[src/rtl/booth_seq_pkg.sv]
// booth_seq_pkg: shared constants and helpers for the booth window sequencer.
`default_nettype none

package booth_seq_pkg;

  localparam int WIN_STRIDE = 3;
  localparam int WIN_SIZE   = 4;

  localparam logic [1:0] S_IDLE = 2'd0;
  localparam logic [1:0] S_RUN  = 2'd1;
  localparam logic [1:0] S_DONE = 2'd2;

  // One window per 3 operand bits, rounded up.
  function automatic int calc_nwin(input int width);
    return (width + 2) / WIN_STRIDE;
  endfunction

endpackage

`default_nettype wire

[src/rtl/booth_seq_ctrl.sv]
// booth_seq_ctrl: steps overlapping 4-bit windows of an operand through an
// external booth recoder and packs the returned 3-bit codes into one word.
`default_nettype none

module booth_seq_ctrl
  import booth_seq_pkg::*;
#(
  parameter  int WIDTH = 16,
  localparam int NWIN  = calc_nwin(WIDTH)
) (
  input  logic                  clk,
  input  logic                  rst_n,
  input  logic                  in_valid,
  output logic                  in_ready,
  input  logic [WIDTH-1:0]      op_i,
  output logic [3:0]            win_o,
  output logic                  win_valid,
  input  logic [2:0]            c_i,
  output logic                  out_valid,
  input  logic                  out_ready,
  output logic [3*NWIN-1:0]     codes_o,
  input  logic                  flush
);

  localparam int SW   = WIN_STRIDE * NWIN;
  localparam int EXTW = SW + 1;
  localparam int CW   = $clog2(NWIN);

  logic [1:0]      state;
  logic [EXTW-1:0] ext;
  logic [CW-1:0]   cnt;
  logic [SW-1:0]   codes;
  logic [SW-1:0]   op_sext;
  logic [3:0]      win_sel;
  logic            last_win;

  assign op_sext  = SW'(signed'(op_i));
  assign last_win = (cnt == CW'(NWIN - 1));

  always_comb begin
    win_sel = '0;
    for (int i = 0; i < NWIN; i++) begin
      if (cnt == CW'(i)) begin
        win_sel = ext[WIN_STRIDE*i +: WIN_SIZE];
      end
    end
  end

  assign in_ready  = (state == S_IDLE);
  assign win_valid = (state == S_RUN);
  assign out_valid = (state == S_DONE);
  assign win_o     = (state == S_RUN) ? win_sel : 4'd0;
  assign codes_o   = codes;

  always_ff @(posedge clk or negedge rst_n) begin
    if (!rst_n) begin
      state <= S_IDLE;
      ext   <= '0;
      cnt   <= '0;
      codes <= '0;
    end else if (flush) begin
      // Abort wins over any handshake offered in the same cycle.
      state <= S_IDLE;
      cnt   <= '0;
      codes <= '0;
    end else begin
      case (state)
        S_IDLE: begin
          if (in_valid) begin
            ext   <= {op_sext, 1'b0};
            cnt   <= '0;
            codes <= '0;
            state <= S_RUN;
          end
        end
        S_RUN: begin
          for (int i = 0; i < NWIN; i++) begin
            if (cnt == CW'(i)) begin
              codes[WIN_STRIDE*i +: 3] <= c_i;
            end
          end
          if (last_win) begin
            cnt   <= '0;
            state <= S_DONE;
          end else begin
            cnt <= cnt + 1'b1;
          end
        end
        S_DONE: begin
          if (out_ready) begin
            state <= S_IDLE;
          end
        end
        default: begin
          state <= S_IDLE;
          cnt   <= '0;
        end
      endcase
    end
  end

endmodule

`default_nettype wire

[config.mk]
export PLATFORM = sky130hd
export DESIGN_NAME = booth_seq_ctrl
export DESIGN_NICKNAME = d
export VERILOG_FILES = /design/src/rtl/booth_seq_pkg.sv /design/src/rtl/booth_seq_ctrl.sv
export SDC_FILE = /design/constraint.sdc
export NUM_CORES = 1
export LEC_CHECK = 0
export ABC_AREA = 1
export CORE_MARGIN = 2
export CORE_UTILIZATION = 48
export CTS_CLUSTER_SIZE = 8
export DETAILED_ROUTE_END_ITERATION = 8
export PLACE_DENSITY = 0.87
export SLEW_MARGIN = 20
export SYNTH_ARGS = -nofsm -noshare
export SYNTH_HDL_FRONTEND = slang
export SYNTH_SLANG_ARGS = --single-unit
export TNS_END_PERCENT = 50
[constraint.sdc]
create_clock -name clk -period 1.9 [get_ports clk]
set_input_delay 0.57 -clock clk [delete_from_list [all_inputs] [get_ports clk]]
set_output_delay 0.57 -clock clk [all_outputs]
set_load 0.01 [all_outputs]
# Word level (Yosys, flattened, before mapping)
# Cells that the tools add are included.
[classes]
add_sub_neg = 1
n_eq_ne = 16
n_mux = 25
n_bitwise = 1
reduce_logical = 12
[ops]
columns = ["cell", "count"]
rows = [
  ["$mux W18", 2],
  ["$pmux W18 S2", 1],
  ["$mux W4", 7],
  ["$mux W3", 9],
  ["$reduce_and A3 Y1", 8],
  ["$ne A3 B1 Y1 const B", 7],
  ["$pmux W3 S3", 1],
  ["$mux W2", 4],
  ["$eq A3 B2 Y1 const B", 2],
  ["$eq A3 B3 Y1 const B", 2],
  ["$pmux W2 S3", 1],
  ["$add A3 B1 Y3 const B", 1],
  ["$eq A3 B1 Y1 const B", 1],
  ["$logic_not A3 Y1", 1],
  ["$ne A3 B2 Y1 const B", 1],
  ["$reduce_bool A3 Y1", 1],
  ["$eq A2 B1 Y1 const B", 1],
  ["$eq A2 B2 Y1 const B", 1],
  ["$logic_not A2 Y1", 1],
  ["$ne A2 B1 Y1 const B", 1],
  ["$reduce_and A2 Y1", 1],
  ["$not A1 Y1", 1],
]
[totals]
ff_bits = 39
output_inout_bits = 25
wordCells = 64

# Longest topological paths before layout
[depth]
depth_word = 8
depth_mapped = 9

# Least setup slack after synthesis
# OpenSTA, ideal clock, no wires.
[synth_path]
path_type = "reg-to-output"
start = "register cnt[0]"
end = "output win_o[3]"
arrival_time_ps = 1348
required_ps = 1330
path_slack_ps = -18
stages_incl_launch_ff = 10
path_buffers = 1
path_cell_list = "dfrtp_1 buf_4 nand2_1 inv_1 ha_1 inv_1 nor2_1 nor2_1 nand2_1 a21oi_1"
[synth_between]
elab_chain_cells = 8
word_cells_on_any_way = 13
classes_between = "5 x eq/ne; 7 x mux; 1 x reduce/logical"
[synth_lines]
columns = ["element", "line", "rtl"]
rows = [
  ["from (decl)", "booth_seq_ctrl.sv:31", "logic [CW-1:0] cnt;"],
  ["from (signal assigned)", "booth_seq_ctrl.sv:86", "cnt <= cnt + 1'b1;"],
  ["$logic_not A3 Y1", "booth_seq_ctrl.sv:43", "if (cnt == CW'(i)) begin"],
  ["$mux W4 (5 in a row)", "booth_seq_ctrl.sv:43", ""],
  ["$mux W4 *", "booth_seq_ctrl.sv:43", ""],
  ["$mux W4 *", "booth_seq_ctrl.sv:52", "assign win_o = (state == S_RUN) ? win_sel : 4'd0;"],
  ["to (decl)", "booth_seq_ctrl.sv:16", "output logic [3:0] win_o,"],
]
# Mark *: on every way between the ends. The rest lies on a longest branch, timed or not.

# Worst setup path in the final report
[layout_path]
start = "register cnt[1]"
end = "output win_o[3]"
# The elaborated chain is that of the path after synthesis.

==> reports/summary.md <==
### Logic synthesis
- 21.0% — simple logic cell fraction of the synthesized area
- sky130_fd_sc_hd__dfrtp_1 — ys flop type
- 50.8% — proportion of netlist area held by the largest area contributor
- sky130_fd_sc_hd__dfrtp_1 51%, sky130_fd_sc_hd__nand2_1 8.2%, sky130_fd_sc_hd__mux2_4 7.0%, sky130_fd_sc_hd__o21ai_0 4.9%, sky130_fd_sc_hd__a21oi_1 3.6% — cell types occupying the most area after synthesis
- 225 — post-synthesis net count
- 200 — Gate Count Post-Synth
- 0.00192 mm2 — post-synthesis cell area
- 0 — count of warnings emitted by yosys
- 9.61 um2 — average instance area after synthesis
- 29 — number of different library cells in the post-synthesis netlist
- 0% — area share of xor/xnor cells in the synthesized design
- 0.651% — synthesized-area fraction occupied by adder cells
- 50.8% — part of the Yosys area used for sequential elements
- 0 — count of flip-flops with a built-in enable after synthesis
- 100% — FFs w/ async S/R, synth
- 39 — Yosys reg bits
- 8.20% — mux contribution to synthesized area
- sky130_fd_sc_hd__dfrtp_1 — largest area contributor in the synthesized netlist
- simple AND/OR/NAND/NOR gates — dominant combinational cell family by area after synthesis
- 14.0% — share of the synthesized area in compound gates (AO/OA/AOI/OAI)

### Setup path
- sky130_fd_sc_hd__a21oi_2 — Most common cell on crit path
- flop to primary output — worst setup path category
- cnt[1]$_DFFE_PN0P_ — CP startpoint
- 9 — path depth of the worst reg2reg path
- buf_6 -> nor2_4 -> nand2_2 -> inv_4 -> buf_12 -> a21oi_2 -> a21oi_2 -> buf_2 — critical path cell sequence
- 1330 ps — data required time of the worst path
- codes_o[12]$_DFFE_PN0P_ — worst reg2reg path endpoint
- sky130_fd_sc_hd__dfrtp_1 — CP max stage cell
- 420 ps — worst-case register-to-register setup slack
- flop — Critical Path Source Type
- cnt[1]$_DFFE_PN0P_ — launching point of the worst reg2reg path
- primary output — Critical Path Sink Type
- 420 ps — largest stage delay on the critical path
- 1700 ps — Crit path arrival time
- 6 — peak fanout along the critical path

### Clock tree
- 5 — Num CTS Buffers
- 290 ps — clock latency at the later pin of the worst-skew pair
- 39 — count of clock tree sinks
- 80 ps — Clock transition at path regs
- 2 — largest buffer count on any clock path
- built — TritonCTS clock tree
- sky130_fd_sc_hd__clkbuf_8 — Root Buffer
- 2 — H-tree level count

### Route
- 15.5 um — Routed wire per std cell
- 5.52 — vias per inst
- 5.20 mm — wirelength, routed
- 4 — drt first pass iters
- 0 — count of unresolved DRC violations after routing
- 137 — drt initial violations
- 0 — Post-DRT Antenna Nets
- 1850 — total number of vias

### Floorplanning
- 67.3 um — overall die height
- 49 — top-level port count
- 67.3 um — die width
- 0.00453 mm2 — area of the die
- 22 — site row count
- 51.3% — starting density of the core
- 0.00374 mm2 — Core Region

### STA
- 224 ps — final worst hold slack
- 476 ps — worst-margin pin slew
- true — unrepaired setup endpoints after global routing
- 119% — final worst-path cycle share
- -366 ps — min setup slack post-route
- 0 — Hold Vio Cnt, Final
- 4 — number of setup violations in the final report
- 2270 ps — post-route minimum period
- -1390 ps — aggregate negative setup slack
- 0 — Slew Limit Fails
- 68.3% — max-slew headroom at the worst pin
- 4.70 ps — skew final
- 441 MHz — Achievable Freq

### Layout
- sky130_fd_sc_hd__clkdlybuf4s50_1 — most frequent standard cell in the layout excluding fill and tap cells
- 915 um2 — Multi-input gate area
- 50.1% — Layout area overhead
- 40 x sky130_fd_sc_hd__clkdlybuf4s50_1, 39 x sky130_fd_sc_hd__dfrtp_1, 37 x sky130_fd_sc_hd__nand2_1 — most used cells in the layout excluding fill and tap cells
- 0 — antenna diode count
- 976 um2 — area used by sequential logic in the layout
- 33.4% — fraction of layout cells with a size suffix above 1
- 0.00289 mm2 — post-layout instance area
- 247 — filler cell count
- 311 — # nets final

### Power
- 0.000611 V — maximum VDD drop
- 2.12 mW — total power
- 734 mW/mm2 — PwrDens
- 1.38 nW — leak pwr

### Flow run
- 0 — max_cap viols

### Hold path
- input pin to asynchronous set/reset pin — worst min path class

### Placement
- -456 ps — worst slack at placement
- 48 — number of buffers inserted by port buffering
- 3.45 mm — sum of net half-perimeters after detailed placement
- 0.986 — routability cong.
- 0.00268 mm2 — post-placement cell area

### Run status
- negative setup slack — failing checks
- complete, but fails checks — status

### Global route
- 21 — largest net degree at the start of global routing
- 1766 — number of global-route vias before repair
- 24.5% — global routing usage summed across all routing layers
- 8.09 mm — global-route wire length before repair
- 0 — antenna violations before repair
- 0 — total congestion overflow after global routing

per-layer routing:
metal	share of wire, %	GRT usage [%]
met1	39	27.9
met2	51	43.3
met3	6.2	6.33
met4	4.0	10.5
met5	0	0
flip-flops by register name, summed over array words and instances (netlist names):
register	flops
ext	16
state	2
cnt	3
codes_o	18
worst max path at each step:
stage / endpoint / slack [ps] / cells after the start
global route: win_o[3] / -490 / 9
detailed placement: win_o[2] / -460 / 9
CTS: win_o[2] / -280 / 9
global placement: win_o[2] / -390 / 8
finish: win_o[3] / -370 / 8
floorplan: win_o[1] / -20 / 9
layout make-up:
cell class	instances	share of cell area (%)
tap	48	2.08
sequential	39	33.8
inverter	19	3.08
timing repair buffer	82	26.4
multi-input combinational	139	31.7
clock inverter	3	0.520
clock buffer	5	2.39
power breakdown:
part	switching, mW	internal [mW]	total [mW]
Clock	0.295	0.251	0.546
Sequential	0.0734	0.930	1.00
Combinational	0.271	0.296	0.567
Total	0.639	1.48	2.12
worst max-delay path, delay by kind of cell (launching register included):
| kind | cells | cell delay (ps) |
|---|---|---|
| simple gates | 2 | 290 |
| flops | 1 | 420 |
| buf+inv | 4 | 510 |
| compound gates | 2 | 200 |
timing repair:
action / 4_1_cts / 5_1_grt
hold buffers: 0 / 0
pin swaps: 10 / 7
setup buffers: 3 / 2
setup endpoints to repair: 7 / 4
gates resized for setup: 38 / 10
cell families (layout without fill, tap and decap cells):
group	after synthesis	in the layout
mux	11	11
fa+ha+maj	1	1
compound gates	43	43
simple gates	84	84
buf+inv	22	109
flops	39	39
Yosys cell counts (2+ instances only):
cell type / number
sky130_fd_sc_hd__a21oi_1: 14
sky130_fd_sc_hd__dfrtp_1: 39
sky130_fd_sc_hd__inv_1: 15
sky130_fd_sc_hd__inv_2: 2
sky130_fd_sc_hd__mux2_2: 2
sky130_fd_sc_hd__mux2_4: 9
sky130_fd_sc_hd__nand2_1: 42
sky130_fd_sc_hd__nand2_2: 3
sky130_fd_sc_hd__nand2_4: 2
sky130_fd_sc_hd__nand3_1: 8
sky130_fd_sc_hd__nand3_2: 2
sky130_fd_sc_hd__nand4_1: 3
sky130_fd_sc_hd__nor2_1: 18
sky130_fd_sc_hd__nor2_4: 2
sky130_fd_sc_hd__nor3_1: 2
sky130_fd_sc_hd__o21ai_0: 19
sky130_fd_sc_hd__o21ai_1: 2
sky130_fd_sc_hd__o21ai_4: 4
sky130_fd_sc_hd__o22ai_1: 2
stage by stage:
step | util [%] | std cells
after global routing | 77.1 | 335
after floorplan | - | 200
after detailed placement | 71.6 | 322
after global placement | 71.6 | 322
after CTS | 75.7 | 333
final | 77.1 | 335
(Power assumes the default switching activity.)
